### config.mk
export PLATFORM = sky130hd
export DESIGN_NAME = fetch_unit
export DESIGN_NICKNAME = d
export VERILOG_FILES = /design/src/rtl/fetch_unit.sv
export SDC_FILE = /design/constraint.sdc
export NUM_CORES = 1
export LEC_CHECK = 0
export ABC_CLOCK_PERIOD_IN_PS = 4100
export CAP_MARGIN = 20
export CORE_MARGIN = 5
export CORE_UTILIZATION = 49
export DETAILED_ROUTE_END_ITERATION = 7
export MAX_ROUTING_LAYER = met4
export PLACE_DENSITY = 0.95
export SLEW_MARGIN = 20
export SYNTH_ARGS = -nofsm -noshare
export SYNTH_HDL_FRONTEND = slang
export SYNTH_SLANG_ARGS = --single-unit
### constraint.sdc
create_clock -name clk -period 4.1 [get_ports clk]
set_input_delay 0.82 -clock clk [delete_from_list [all_inputs] [get_ports clk]]
set_output_delay 0.82 -clock clk [all_outputs]
set_load 0.01 [all_outputs]
### src/rtl/fetch_unit.sv
// rtl/fetch_unit.sv - instruction fetch stage: PC, imem handshake, decode handshake, redirect, halt, error
module fetch_unit #(
   parameter logic [15:0] RESET_PC = 16'h0000
) (
   input  logic        clk,
   input  logic        rst,
   output logic        imem_req,
   output logic [15:0] imem_addr,
   input  logic        imem_rdy,
   input  logic [15:0] imem_data,
   output logic [15:0] instr,
   output logic [15:0] pc_plus2,
   output logic        instr_valid,
   input  logic        instr_ready,
   input  logic        redirect,
   input  logic [15:0] redirect_pc,
   output logic        halted,
   output logic        err
);

   typedef enum logic [1:0] {
      FETCH  = 2'd0,
      VALID  = 2'd1,
      HALTED = 2'd2,
      ERROR  = 2'd3
   } state_t;

   localparam logic [4:0] HALT_OPCODE = 5'b00000;

   state_t      state;
   logic [15:0] pc;
   logic        is_halt;

   // Request is gated by reset so no fetch is ever issued while reset is held.
   assign imem_req  = (state == FETCH) && rst;
   assign imem_addr = pc;

   // Fetch FSM: redirect outranks both the memory response and decode acceptance.
   always_ff @(posedge clk or negedge rst) begin
      if (!rst) begin
         state       <= FETCH;
         pc          <= RESET_PC;
         instr       <= 16'h0000;
         pc_plus2    <= 16'h0000;
         instr_valid <= 1'b0;
         halted      <= 1'b0;
         err         <= 1'b0;
         is_halt     <= 1'b0;
      end else begin
         case (state)
            FETCH, VALID: begin
               if (redirect) begin
                  instr_valid <= 1'b0;
                  if (redirect_pc[0]) begin
                     // Misaligned target: park in ERROR without touching the PC.
                     err   <= 1'b1;
                     state <= ERROR;
                  end else begin
                     pc      <= redirect_pc;
                     is_halt <= 1'b0;
                     state   <= FETCH;
                  end
               end else if (state == FETCH) begin
                  if (imem_rdy) begin
                     instr       <= imem_data;
                     pc_plus2    <= pc + 16'd2;
                     is_halt     <= (imem_data[15:11] == HALT_OPCODE);
                     instr_valid <= 1'b1;
                     state       <= VALID;
                  end
               end else if (instr_ready) begin
                  instr_valid <= 1'b0;
                  if (is_halt) begin
                     // HALT consumed: PC stays on the HALT word.
                     halted <= 1'b1;
                     state  <= HALTED;
                  end else begin
                     pc    <= pc + 16'd2;
                     state <= FETCH;
                  end
               end
            end
            HALTED: begin
               instr_valid <= 1'b0;
               halted      <= 1'b1;
            end
            default: begin
               instr_valid <= 1'b0;
               err         <= 1'b1;
               halted      <= 1'b0;
            end
         endcase
      end
   end

endmodule

# Word level (Yosys, flattened, before mapping)
# Index checks and enable logic that the tools add are counted.
# W data, S select, Z words.
# word_totals
register_bits,54
inputBits,37
out_inout_bits,52
wordCells,68
# classes
n_addsub,1
eq_ne,14
n_mux,28
bitwise,2
reduce_logical,15
# op_table
op,n
$mux W16,5
$ne A2 B2 Y1 const B,9
$add A16 B2 Y16 const B,1
$mux W1,15
$mux W2,6
$reduce_and A4 Y1,3
$ne A4 B4 Y1 const B,2
$reduce_and A3 Y1,2
$reduce_bool A2 Y1,3
$logic_not A5 Y1,1
$reduce_and A5 Y1,1
$pmux W1 S2,2
$ne A3 B3 Y1 const B,1
$reduce_bool A3 Y1,1
$eq A2 B1 Y1 const B,1
$eq A2 B2 Y1 const B,1
$logic_not A2 Y1,1
$not A1 Y1,2
$reduce_and A2 Y1,1
$reduce_or A2 Y1,1
$logic_and A1 B1 Y1,1

# Logic depth before layout (Yosys ltp)
# Gate-level depths: netlist of the first run.
# logic_depth
depth_word,5
mapped_depth,6
mapped_depth_nobuf,5

# Least setup slack after synthesis of the first run
# No wires, ideal clock.
# synth_timing
path_type,input to register
start,in redirect
end,reg instr[14]
setup_ns,0.125
arrival_time_ns,1.891
required_ns,3.975
path_slack_ns,2.085
stages,4
path_buffers,1
cell_sequence,or3b_4 > nor2_4 > buf_4 > mux2_2
# synth_via
elab_chain_len,2
# synth_lines
item,line,rtl
from (decl),15,"input logic redirect,"
$not A1 Y1 (no source line),--,
$reduce_and A4 Y1 (no source line),--,
to (signal assigned),65,instr <= imem_data;
to (decl),11,"output logic [15:0] instr,"
# Every way passes these cells.
# A chain may end at the register's enable or synchronous reset.

# Final worst setup path of the first run
# layout_timing
start,in redirect
end,reg pc_plus2[13]
# layout_via
elab_chain_len,2
# layout_lines
item,line,rtl
$not A1 Y1 (no source line),--,
$reduce_and A4 Y1 (no source line),--,
to (signal assigned),66,pc_plus2 <= pc + 16'd2;
to (decl),12,"output logic [15:0] pc_plus2,"
# Every way passes these cells.

==> impl_metrics.toml, run 1 <==
[clock_tree]
cts_made_buffers = 5
cts.path.max_buffers = 2
h-tree-depth = 2
cts_resized = 0
hold_buffers = 0
cts.sinks = 52
clk_pin_slew_ns = 0.10
cts_setup_buffers = 0
cts_tree = "built"
cts-root-buf = "clkbuf_8"
insertion_delay_ns = 0.30

[power]
clkPwrFrac_pct = 23.9
vdd_drop_max_v = 0.000268
powerDensity_mw_per_mm2 = 431
finalPower_uw = 1540
power_frac_comb_pct = 30.0
swShare_pct = 29.5
internal-power_uw = 1090
p_leak_uw = 0.00147
power_switching_uw = 455
pwr-share-seq_pct = 46.1

[sta]
fin_worst_skew_ns = 0.00402
finalHoldViolCount = 0
rsz0062_at_grt = "false"
maxSlewHeadroom_pct = 56.7
fin_tns_setup_ns = 0
setup_violations = 0
layout_min_cycle_time_ns = 2.67
fin_crit_sh_pct = 65.0
drv_slew = 0
worstMarginPinSlew_ns = 0.649
fmax_mhz = 375
whs_ns = 0.517

[yosys]
synth_flop_cell = "dfrtp_1"
synthCells = 248
yosys-top-cells-area = "dfrtp_1 (50%), mux2_2 (7.9%), a21oi_1 (4.9%), nor2_1 (3.3%), xnor2_1 (2.7%)"
avgSynthCellArea_sq_um = 10.4
synth_edf_count = 0
ys_ff_latch = 52
synth_top_area_cell = "dfrtp_1"
synth_seq_area_share_pct = 50.5
synth_warnings = 0
async_flop_share_pct = 100
synth_common_cells = "dfrtp_1 (52), a21oi_1 (25), nor2_1 (23), mux2_2 (18)"
yosysMostFrequentCell = "dfrtp_1"
syn_area_sq_mm = 0.00258
synth_top_area_share_pct = 50.5
yosys.cell_types.count = 49

[setup_path]
worst_setup_path_start_kind = "primary input"
regToRegSetupSlack_ns = 2.08
worstPathArrival_ns = 2.90
crit_type = "primary input to register"
path_max_fanout = 32
cp.required_ns = 4.33
end_kind = "register"

[final_layout]
nNetsFinal = 367
final_util_pct = 70.1
num_antenna_cells = 0
final_layout_size_suffix_gt1_share_pct = 12.7
syn_to_final_growth_pct = 38.9

[placed_design]
port_buffers = 86
hpwl_microns = 4790
gp_congestion = 0.880

[grt]
grt_pass1_wl_microns = 10700
grt_max_degree = 53
grt-ovfl-total = 0
antenna_found_initial = 0
grt_pass1_vias = 2243
grt_usage_pct = 21.1

[die]
die_h_microns = 82.5
initial_core_util_pct = 50.5
rows = 26
core_sq_mm = 0.00511
die_w_microns = 82.5
die_area_sq_mm = 0.00681
io_pins = 89

[route]
drc = 0
dr.pass1.iters = 4
antenna_left = 0
top_layer = "met4"
routed_via_density = 5.55
wl_per_cell_microns = 16.1
finalWirelength_microns = 6460
drt_iter0_markers = 271
via_count = 2218
drt-met1-wl_microns = 2720
dr_wl_met3_microns = 494
wl_met2_microns = 3120

[outcome]
status = "completed"

[min_path]
hold_path.class = "register to register"

[flow_run]
maxCapViolCount = 0
==> kinds of logic after synthesis <==
kind of cell | share of synthesized area, %
AND/OR/NAND/NOR | 17.0
flip-flops | 50.5
AO/OA/AOI/OAI | 14.2
other | 0.145
XOR/XNOR | 4.08
buffers and inverters | 4.56
multiplexers | 9.03
adder cells (fa/ha/maj) | 0.485
==> metrics by stage <==
step | cell area, sq um | worst slack (ns) | cells
floorplan | 2580 | 2.08 | 249
global placement | 3460 | 1.19 | 392
detailed placement | 3460 | 1.09 | 392
CTS | 3580 | 1.43 | 400
global route | 3580 | 1.25 | 400
finish | 3580 | 1.43 | 400
==> final timing paths <==
path                            startpoint  depth (start not counted)      endpoint
worst max-delay path              redirect                          7  pc_plus2[13]
worst min register to register    instr[7]                          1      instr[7]
worst min-delay path              instr[7]                          1      instr[7]
max in group asynchronous              rst                          2     instr[15]
worst max register to register    state[0]                          5  pc_plus2[13]
min in group asynchronous              rst                          2           err
==> layout by cell type (no fill, tap or decap), types with 3 or more instances in the layout <==
cell type,synthesis,routed
a21oi_1,25,25
buf_4,4,4
clkbuf_8,0,6
clkdlybuf4s50_1,0,85
dfrtp_1,52,52
inv_1,6,6
mux2_2,18,18
mux2i_1,3,3
nand2_1,10,10
nand3_1,7,7
nand4_1,4,4
nor2_1,23,23
nor3_1,12,12
nor3b_1,4,4
o21a_1,3,3
o21ai_0,12,12
o221a_2,4,4
o22ai_1,3,3
xnor2_1,8,8
xor2_1,4,4
==> per-layer routing <==
layer / global-route usage [%] / vias up
li1: - / 1052
met1: 27.1 / 1058
met2: 33.9 / 96
met3: 4.99 / 12
met4: 5.39 / 0
met5: - / -
==> cell type report <==
cell class,count,area [sq um]
Timing Repair Buffer,90,886
Inverter,6,22.5
Tap cell,70,87.6
Fill cell,390,1530
Multi-Input combinational cell,174,1160
Clock buffer,6,82.6
Clock inverter,2,38.8
Sequential cell,52,1300
==> flip-flops by register name, summed over array words and instances (netlist names) <==
| register | flops |
|---|---|
| instr | 16 |
| imem_addr | 15 |
| pc_plus2 | 15 |
| state | 2 |
| err | 1 |
| halted | 1 |
| instr_valid | 1 |
| is_halt | 1 |
==> power groups by stage <==
stage	clock [uW]	sequential (uW)	combinational [uW]
2_1_floorplan	0	734	168
6_report	370	711	463
3_3_place_gp	0	713	453
5_1_grt	401	732	507
3_5_place_dp	0	721	468
4_1_cts	374	711	471
==> worst max-delay path, stage by stage <==
cell and delay [ns]:
clkdlybuf4s50_1 0.39, buf_4 0.23, or3b_4 0.43, nor2_4 0.47, buf_4 0.35, nor2_1 0.06
a21oi_1 0.12
Power figures use the tool's default switching activity.
==> inputs of run 2 (changes only) <==
- ABC_CLOCK_PERIOD_IN_PS: 4100 -> 2600
- CORE_UTILIZATION: 49 -> 45
- PLACE_DENSITY: 0.95 -> 0.92
- clock period: 4.1 -> 2.6 ns (I/O delays scaled with it)
==> impl_metrics.toml, run 2 (synthesized netlist as in run 1, its figures left out) <==
[outcome]
status = "completed"

[setup_path]
regToRegSetupSlack_ns = 0.72
r2r-start = "imem_addr[1]"
cp.required_ns = 2.08
reg2regPathDepth = 5
crit_chain = "nor3b_1 > clkdlybuf4s50_1"
rr_endpoint = "pc_plus2[15]"
end_kind = "primary output"
worst_setup_path_start_kind = "register"
crit_type = "register to primary output"
crit_family = "buffers and inverters"
cp_slowest_stage_delay_ns = 0.58
slowest_stage = "clkdlybuf4s50_1"
worstPathArrival_ns = 1.60
path_max_fanout = 9
crit_buf_inv = 1

[grt]
grt_pass1_wl_microns = 10600
grt-ovfl-total = 0
grt_pass1_vias = 2220
antenna_found_initial = 0
grt_usage_pct = 18.7
grt_max_degree = 53

[power]
finalPower_uw = 2420
p_leak_uw = 0.00147
vdd_drop_max_v = 0.000423
powerDensity_mw_per_mm2 = 672

[final_layout]
final_common_cell = "clkdlybuf4s50_1"
num_antenna_cells = 0
largest_reg_flops = 16
fillCellCount = 449
nNetsFinal = 369
syn_to_final_growth_pct = 39.9
layout_common_cells = "clkdlybuf4s50_1 (85), dfrtp_1 (52), a21oi_1 (25)"
finalNonFillerCells = 404
final_cell_area_sq_mm = 0.00360
max_flop_register = "instr"
final_layout_size_suffix_gt1_share_pct = 13.3

[sta]
finalHoldViolCount = 0
drv_slew = 0
maxSlewHeadroom_pct = 56.6
fin_worst_skew_ns = 0.00322
layout_min_cycle_time_ns = 2.12
worstMarginPinSlew_ns = 0.651
rsz0062_at_grt = "false"
setup_violations = 0
fmax_mhz = 471
fin_crit_sh_pct = 81.6
fin_tns_setup_ns = 0

[clock_tree]
cts-root-buf = "clkbuf_8"
cts_setup_buffers = 0
cts.path.max_buffers = 2
h-tree-depth = 2
hold_buffers = 0
clk_pin_slew_ns = 0.10
cts.sinks = 52
insertion_delay_ns = 0.31
cts_made_buffers = 5
cts_tree = "built"
cts_resized = 0

[placed_design]
hpwl_microns = 4770
gp_congestion = 0.919
dp.cells = 396
dpl-instance-area_sq_mm = 0.00349
port_buffers = 86

[route]
drt_iter0_markers = 173
wl_per_cell_microns = 15.8
antenna_left = 0
drc = 0
finalWirelength_microns = 6400
via_count = 2160
dr.pass1.iters = 4
routed_via_density = 5.35

[die]
initial_core_util_pct = 46.5
rows = 27
die_area_sq_mm = 0.00734
die_h_microns = 85.7
io_pins = 89
die_w_microns = 85.7
core_sq_mm = 0.00554

[min_path]
hold_path.class = "primary input to async pin"

[flow_run]
maxCapViolCount = 0
## run 2: cell types whose count changed in the layout (fill, tap and decap cells not counted), sizes merged
cell / change
inv: +1
buf: +2
clkinv: -1
clkinvlp: +1
clkbuf: -1
## run 2: metal layers
layer / global-route usage [%] / share of wire (%) / vias up
met5: - / 0 / -
met4: 5.47 / 1.4 / 0
met3: 5.28 / 7.3 / 9
met2: 30.4 / 48 / 83
met1: 22.7 / 43 / 1014
li1: - / - / 1054
## run 2: area by class of cell
cell class / count / area [sq um] / share of cell area (%)
Multi-Input combinational cell: 174 / 1160 / 32.2
Clock buffer: 5 / 68.8 / 1.91
Timing Repair Buffer: 92 / 913 / 25.3
Tap cell: 72 / 90.1 / 2.50
Inverter: 6 / 22.5 / 0.625
Sequential cell: 52 / 1300 / 36.1
Clock inverter: 3 / 46.3 / 1.28
## run 2: worst max-delay path by stage
stage | start | end | slack, ns | depth (start not counted)
after floorplan | redirect | instr[14] | 0.88 | 4
after global placement | redirect | instr[8] | 0.30 | 5
after detailed placement | redirect | instr[9] | 0.25 | 5
after CTS | state[0] | imem_req | 0.46 | 2
after global routing | state[0] | imem_req | 0.40 | 2
final | state[0] | imem_req | 0.48 | 2
## run 2: power breakdown
group	switching [uW]	total [uW]	internal (uW)
clock network	286	576	290
logic	290	732	442
registers	155	1120	961
total	730	2420	1690
## run 2: metrics by stage
step / setup WS, ns / util (%) / hold WS, ns
finish: 0.478 / 65.1 / 0.311
global route: 0.395 / 65.1 / 0.382
CTS: 0.462 / 65.1 / 0.348
detailed placement: 0.251 / 63.0 / 0.493
global placement: 0.302 / 63.0 / 0.486
floorplan: 0.885 / - / 0.224
